**config.mk**
```make
export PLATFORM = sky130hd
export DESIGN_NAME = xaddrgen_loop
export DESIGN_NICKNAME = d
export VERILOG_FILES = /design/src/rtl/xversat_pkg.sv /design/src/rtl/xaddrgen_cnt.sv /design/src/rtl/xaddrgen_loop.sv
export SDC_FILE = /design/constraint.sdc
export NUM_CORES = 1
export LEC_CHECK = 0
export BUFFER_PORTS_ARGS = -buffer_cell sky130_fd_sc_hd__buf_2
export CAP_MARGIN = 10
export CORE_MARGIN = 2
export CORE_UTILIZATION = 50
export DETAILED_ROUTE_END_ITERATION = 10
export MAX_ROUTING_LAYER = met4
export PLACE_DENSITY = 0.68
export RECOVER_POWER = 25
export SLEW_MARGIN = 20
export SYNTH_ARGS = -nofsm -noshare
export SYNTH_HDL_FRONTEND = slang
export SYNTH_HIERARCHICAL = 1
export SYNTH_SLANG_ARGS = --single-unit
```
**constraint.sdc**
```tcl
create_clock -name clk -period 13.2 [get_ports clk]
set_input_delay 1.32 -clock clk [delete_from_list [all_inputs] [get_ports clk]]
set_output_delay 1.32 -clock clk [all_outputs]
set_load 0.02 [all_outputs]
```
**src/rtl/xversat_pkg.sv**
```systemverilog
`default_nettype none
// +----------------------------------------------------------------------------+
// | Module   : xversat_pkg                                                     |
// | Purpose  : Shared widths, address-generator state encoding and config type |
// | Revision : 1.0                                                             |
// +----------------------------------------------------------------------------+
package xversat_pkg;

    localparam int ADDR_W   = 10;
    localparam int PERIOD_W = 10;
    localparam int DELAY_W  = 5;

    typedef enum logic [1:0] {
        ST_IDLE = 2'd0,
        ST_WAIT = 2'd1,
        ST_RUN  = 2'd2
    } xaddrgen_state_e;

    // Per-run configuration record, also carried by the memory wrapper.
    typedef struct packed {
        logic [ADDR_W-1:0]   start;
        logic [PERIOD_W-1:0] per;
        logic [PERIOD_W-1:0] duty;
        logic [ADDR_W-1:0]   incr;
        logic [PERIOD_W-1:0] iter;
        logic [ADDR_W-1:0]   shift;
        logic [DELAY_W-1:0]  delay;
    } xaddrgen_cfg_t;

endpackage
`default_nettype wire

```
**src/rtl/xaddrgen_cnt.sv**
```systemverilog
`default_nettype none
// +----------------------------------------------------------------------------+
// | Module   : xaddrgen_cnt                                                    |
// | Purpose  : Loadable up-counter with terminal-count flag (cnt == last)      |
// | Revision : 1.0                                                             |
// +----------------------------------------------------------------------------+
module xaddrgen_cnt #(
    parameter int W = 10
) (
    input  logic         clk,
    input  logic         rst,
    input  logic         load,
    input  logic [W-1:0] din,
    input  logic         inc,
    input  logic [W-1:0] last,
    output logic [W-1:0] cnt,
    output logic         tc
);

    logic [W-1:0] r_cnt;

    always_ff @(posedge clk) begin
        if (rst) begin
            r_cnt <= '0;
        end else if (load) begin
            r_cnt <= din;
        end else if (inc) begin
            r_cnt <= r_cnt + 1'b1;
        end
    end

    assign cnt = r_cnt;
    assign tc  = (r_cnt == last);

endmodule
`default_nettype wire

```
**src/rtl/xaddrgen_loop.sv**
```systemverilog
`default_nettype none
// +----------------------------------------------------------------------------+
// | Module   : xaddrgen_loop                                                   |
// | Purpose  : Two-level nested-loop memory address generator.                 |
// |            XADDRGEN_LOOP_DUTY_EN adds the duty port and k<duty gating.     |
// | Revision : 1.0                                                             |
// +----------------------------------------------------------------------------+
module xaddrgen_loop #(
    parameter int ADDR_W   = xversat_pkg::ADDR_W,
    parameter int PERIOD_W = xversat_pkg::PERIOD_W,
    parameter int DELAY_W  = xversat_pkg::DELAY_W
) (
    input  logic                clk,
    input  logic                rst,
    input  logic                run,
    output logic                done,
    input  logic [ADDR_W-1:0]   start,
    input  logic [PERIOD_W-1:0] per,
`ifdef XADDRGEN_LOOP_DUTY_EN
    input  logic [PERIOD_W-1:0] duty,
`endif
    input  logic [ADDR_W-1:0]   incr,
    input  logic [PERIOD_W-1:0] iter,
    input  logic [ADDR_W-1:0]   shift,
    input  logic [DELAY_W-1:0]  delay,
    output logic [ADDR_W-1:0]   addr,
    output logic                mem_en
);

    import xversat_pkg::xaddrgen_state_e;
    import xversat_pkg::ST_IDLE;
    import xversat_pkg::ST_WAIT;
    import xversat_pkg::ST_RUN;

    xaddrgen_state_e     r_state;
    xaddrgen_state_e     w_state_nxt;

    logic [ADDR_W-1:0]   r_start;
    logic [ADDR_W-1:0]   r_incr;
    logic [ADDR_W-1:0]   r_shift;
    logic [PERIOD_W-1:0] r_per;
    logic [PERIOD_W-1:0] r_iter;
    logic [DELAY_W-1:0]  r_delay;
    logic [ADDR_W-1:0]   r_addr;
    logic                r_mem_en;

    logic [ADDR_W-1:0]   w_addr_nxt;
    logic                w_en_nxt;
    logic                w_load_cfg;
    logic                w_degen_in;
    logic                w_degen_cfg;
    logic                w_en_first_in;
    logic                w_en_first_cfg;
    logic                w_en_inner;

    logic [PERIOD_W-1:0] w_per_cnt;
    logic [PERIOD_W-1:0] w_iter_cnt;
    logic [DELAY_W-1:0]  w_dly_cnt;
    logic                w_per_tc;
    logic                w_iter_tc;
    logic                w_dly_tc;
    logic                w_unused_cnt;

`ifdef XADDRGEN_LOOP_DUTY_EN
    logic [PERIOD_W-1:0] r_duty;

    always_ff @(posedge clk) begin
        if (rst) begin
            r_duty <= '0;
        end else if (w_load_cfg) begin
            r_duty <= duty;
        end
    end

    // The enable for the next element is decided one cycle ahead, from k+1.
    assign w_en_first_in  = (duty != '0);
    assign w_en_first_cfg = (r_duty != '0);
    assign w_en_inner     = (PERIOD_W'(w_per_cnt + 1'b1) < r_duty);
`else
    assign w_en_first_in  = 1'b1;
    assign w_en_first_cfg = 1'b1;
    assign w_en_inner     = 1'b1;
`endif

    assign w_degen_in   = (per == '0) || (iter == '0);
    assign w_degen_cfg  = (r_per == '0) || (r_iter == '0);
    assign w_unused_cnt = ^{w_per_cnt, w_iter_cnt, w_dly_cnt};

    xaddrgen_cnt #(.W(DELAY_W)) u_dly_cnt (
        .clk  (clk),
        .rst  (rst),
        .load (r_state != ST_WAIT),
        .din  ('0),
        .inc  (1'b1),
        .last (DELAY_W'(r_delay - 1'b1)),
        .cnt  (w_dly_cnt),
        .tc   (w_dly_tc)
    );

    xaddrgen_cnt #(.W(PERIOD_W)) u_per_cnt (
        .clk  (clk),
        .rst  (rst),
        .load ((r_state != ST_RUN) || w_per_tc),
        .din  ('0),
        .inc  (1'b1),
        .last (PERIOD_W'(r_per - 1'b1)),
        .cnt  (w_per_cnt),
        .tc   (w_per_tc)
    );

    xaddrgen_cnt #(.W(PERIOD_W)) u_iter_cnt (
        .clk  (clk),
        .rst  (rst),
        .load (r_state != ST_RUN),
        .din  ('0),
        .inc  (w_per_tc),
        .last (PERIOD_W'(r_iter - 1'b1)),
        .cnt  (w_iter_cnt),
        .tc   (w_iter_tc)
    );

    always_ff @(posedge clk) begin
        if (rst) begin
            r_state <= ST_IDLE;
        end else begin
            r_state <= w_state_nxt;
        end
    end

    always_comb begin
        w_state_nxt = r_state;
        w_load_cfg  = 1'b0;
        w_addr_nxt  = r_addr;
        w_en_nxt    = 1'b0;
        case (r_state)
            ST_IDLE: begin
                if (run) begin
                    w_load_cfg = 1'b1;
                    if (delay != '0) begin
                        w_state_nxt = ST_WAIT;
                    end else if (!w_degen_in) begin
                        // Zero delay: element (0,0) comes straight from the inputs.
                        w_state_nxt = ST_RUN;
                        w_addr_nxt  = start;
                        w_en_nxt    = w_en_first_in;
                    end
                end
            end
            ST_WAIT: begin
                if (w_dly_tc) begin
                    if (w_degen_cfg) begin
                        w_state_nxt = ST_IDLE;
                    end else begin
                        w_state_nxt = ST_RUN;
                        w_addr_nxt  = r_start;
                        w_en_nxt    = w_en_first_cfg;
                    end
                end
            end
            ST_RUN: begin
                if (w_per_tc && w_iter_tc) begin
                    w_state_nxt = ST_IDLE;
                end else if (w_per_tc) begin
                    w_addr_nxt = r_addr + r_shift;
                    w_en_nxt   = w_en_first_cfg;
                end else begin
                    w_addr_nxt = r_addr + r_incr;
                    w_en_nxt   = w_en_inner;
                end
            end
            default: begin
                w_state_nxt = ST_IDLE;
            end
        endcase
    end

    always_ff @(posedge clk) begin
        if (rst) begin
            r_start  <= '0;
            r_incr   <= '0;
            r_shift  <= '0;
            r_per    <= '0;
            r_iter   <= '0;
            r_delay  <= '0;
            r_addr   <= '0;
            r_mem_en <= 1'b0;
        end else begin
            if (w_load_cfg) begin
                r_start <= start;
                r_incr  <= incr;
                r_shift <= shift;
                r_per   <= per;
                r_iter  <= iter;
                r_delay <= delay;
            end
            r_addr   <= w_addr_nxt;
            r_mem_en <= w_en_nxt;
        end
    end

    assign done   = (r_state == ST_IDLE);
    assign addr   = r_addr;
    assign mem_en = r_mem_en;

endmodule
`default_nettype wire

```
==> results.ini <==
[min_path]
hold_path_class=register to register
holdPathStages=2

[drt]
antenna_left=0
viasPerCell=5.43
remaining_drc_errors=0
drtIter0Drc=295
routed_wl_mm=13.0
drtPass1Iterations=4
vias=4960
wire_per_inst_um=14.3

[worst_setup_path]
cp_data_required_time_ns=13.35
crit_cells=4
crit_buf_inv=2
critPathCaptureType=register
startpoint_type=primary input
cpMostUsedCell=clkbuf_1
cpPeakStageDelay_ns=2.36
path_max_fanout=74
worstPathCellList=clkbuf_1 -> clkbuf_1 -> nand3b_1 -> o41ai_2
crit_type=primary input to register
worstRegToRegCells=17
path_delay_family=buffers and inverters
arrival_ns=5.00
slowest_stage=clkbuf_1

[final_layout]
n_antenna_cell=0
fin_area_mm2=0.00608
area_growth_pct=12.1
fin_cells=913
drive_gt1_share_pct=12.7
fin_util_pct=56.8
num-nets-final=848
fillers=1027

[clock_tree]
cts_tree=done
root_buffer=clkbuf_8
cts.path.max_buffers=2
cts_buffers=9
clk_pin_slew_ns=0.09
insertion_delay_ns=0.38
htree_levels=3
cts_setup_buffers=0
cts.hold.buffers_added=0
cts_num_sinks=93
post_cts_resized=0

[timing]
worst_pin_slew_ns=3.26
setup_viol=0
hold_ws_ns=0.463
final_max_slew_viol_count=75
hold_viol_final=0
skew_ns=0.0109
finalCriticalPeriod_ns=4.86
max_slew_margin_pct=-117
rsz0062_at_grt=false
fmax_mhz=206
min_period_over_period_pct=36.8
setup_tns_ns=0
timing.final.ws_setup_ns=8.34

[logic_synthesis]
synthFlopType=dfxtp_1
synth_most_common_cell=nand2_1
yosysTopAreaCell=dfxtp_1
async_flop_share_pct=0
ys_seq_area_share_pct=34.3
syn_area_per_cell_um2=7.80
netlist.area_leader.share_pct=34.3
synth_seq_cells=93
synthTopCellsByArea=dfxtp_1, nand2_1, a21oi_1, xnor2_1, ha_1
ys.warnings.count=6
synth_common_cells=nand2_1, dfxtp_1, a21oi_1
synthesis.area_mm2=0.00542
netlist_instances=695
synth_cell_types=58
synth_edf_count=0

[placement]
gp_congestion=0.875
dpl_cell_area_mm2=0.00592
io_buffers=69
placedCellCount=897
dp_slack_ns=8.82
dp_hpwl_mm=9.11

[die]
dieArea_mm2=0.0117
core_area_mm2=0.0107
die_x_um=108
start_util_pct=50.7
fp.dieH_um=108
rows=38
io_pins=70

[power]
power.density_mw_per_mm2=170
irDropWorstVdd_mv=0.0938
leakage_nw=2.38
p_total_mw=1.03

[run_status]
status=complete, but fails checks
violations=max-capacitance violations, max-slew violations

[run]
drv_cap=1

[global_routing]
gr-total-overflow=0
grt_pass1_wl_mm=21.8
grt_antenna_before_repair=0
grt_usage_pct=24.1
grt_pass1_vias=4721
grt_start_max_net_pins=75

routing by layer:
| metal | wire length [um] | up-vias | GRT usage, % | share of wire (%) |
|---|---|---|---|---|
| li1 | - | 2533 | - | - |
| met1 | 5810 | 2323 | 28.8 | 45 |
| met2 | 6540 | 89 | 41.0 | 50 |
| met3 | 480 | 15 | 3.38 | 3.7 |
| met4 | 184 | 0 | 9.71 | 1.4 |
| met5 | 0 | - | - | 0 |
cell families (layout without fill, tap and decap cells):
family | after synthesis | after routing | share of synthesized area (%)
flip-flops | 93 | 93 | 34.3
other | 2 | 31 | 0.139
XOR/XNOR | 58 | 58 | 9.37
buffers and inverters | 66 | 115 | 4.87
AO/OA/AOI/OAI | 156 | 156 | 18.2
AND/OR/NAND/NOR | 282 | 282 | 24.6
adder cells (fa/ha/maj) | 22 | 22 | 5.22
multiplexers | 16 | 16 | 3.21
placed cells by master, fill, tap and decap left out, types with 5 or more instances in the layout:
cell,n
mux2i_1,5
nand2_1,155
a211oi_1,9
nor2_1,42
mux2_2,10
nand2b_1,6
ha_1,21
clkbuf_1,14
xnor2_1,35
conb_1,31
nor3_1,10
o21ai_0,14
a21oi_1,83
o31ai_1,6
nand4_1,13
clkbuf_8,11
a311oi_1,8
buf_2,57
dfxtp_1,93
or3_1,5
or4_1,8
xor2_1,23
nand3_1,9
inv_1,27
nor4_1,6
final timing paths:
kind / startpoint / to / slack [ns]
min reg2reg: r_start[6] / r_start[6] / 0.46
max reg2reg: r_per[4] / addr[9] / 8.70
min: r_start[6] / r_start[6] / 0.46
max: rst / addr[7] / 8.34
final cells by class:
class / count / area, um^2 / area share (%)
multi-input combinational: 565 / 3410 / 56.1
sequential: 93 / 1860 / 30.6
timing repair buffer: 72 / 349 / 5.75
tap: 140 / 175 / 2.88
clock buffer: 12 / 155 / 2.55
inverter: 27 / 101 / 1.67
clock inverter: 4 / 22.5 / 0.371
worst min-delay path: cells and delay by family, from the launching register on:
kind	cells	cell delay (ns)
flops	1	0.32
compound gates	1	0.05
simple gates	1	0.05
sequential cells by signal, indices dropped and copies added, names as in the netlist:
| signal | cells |
|---|---|
| addr | 10 |
| r_incr | 10 |
| r_iter | 10 |
| r_per | 10 |
| r_shift | 10 |
| r_start | 10 |
| u_iter_cnt/cnt | 10 |
| u_per_cnt/cnt | 10 |
| r_delay | 5 |
| u_dly_cnt/cnt | 5 |
| r_state | 2 |
| mem_en | 1 |
where the power goes:
part / leakage [nW] / internal (mW) / switching, mW / total, mW
logic: 1.53 / 0.180 / 0.280 / 0.460
registers: 0.766 / 0.335 / 0.0569 / 0.391
clock network: 0.0921 / 0.0779 / 0.102 / 0.179
Note: power is estimated with default switching activity, not from simulation.
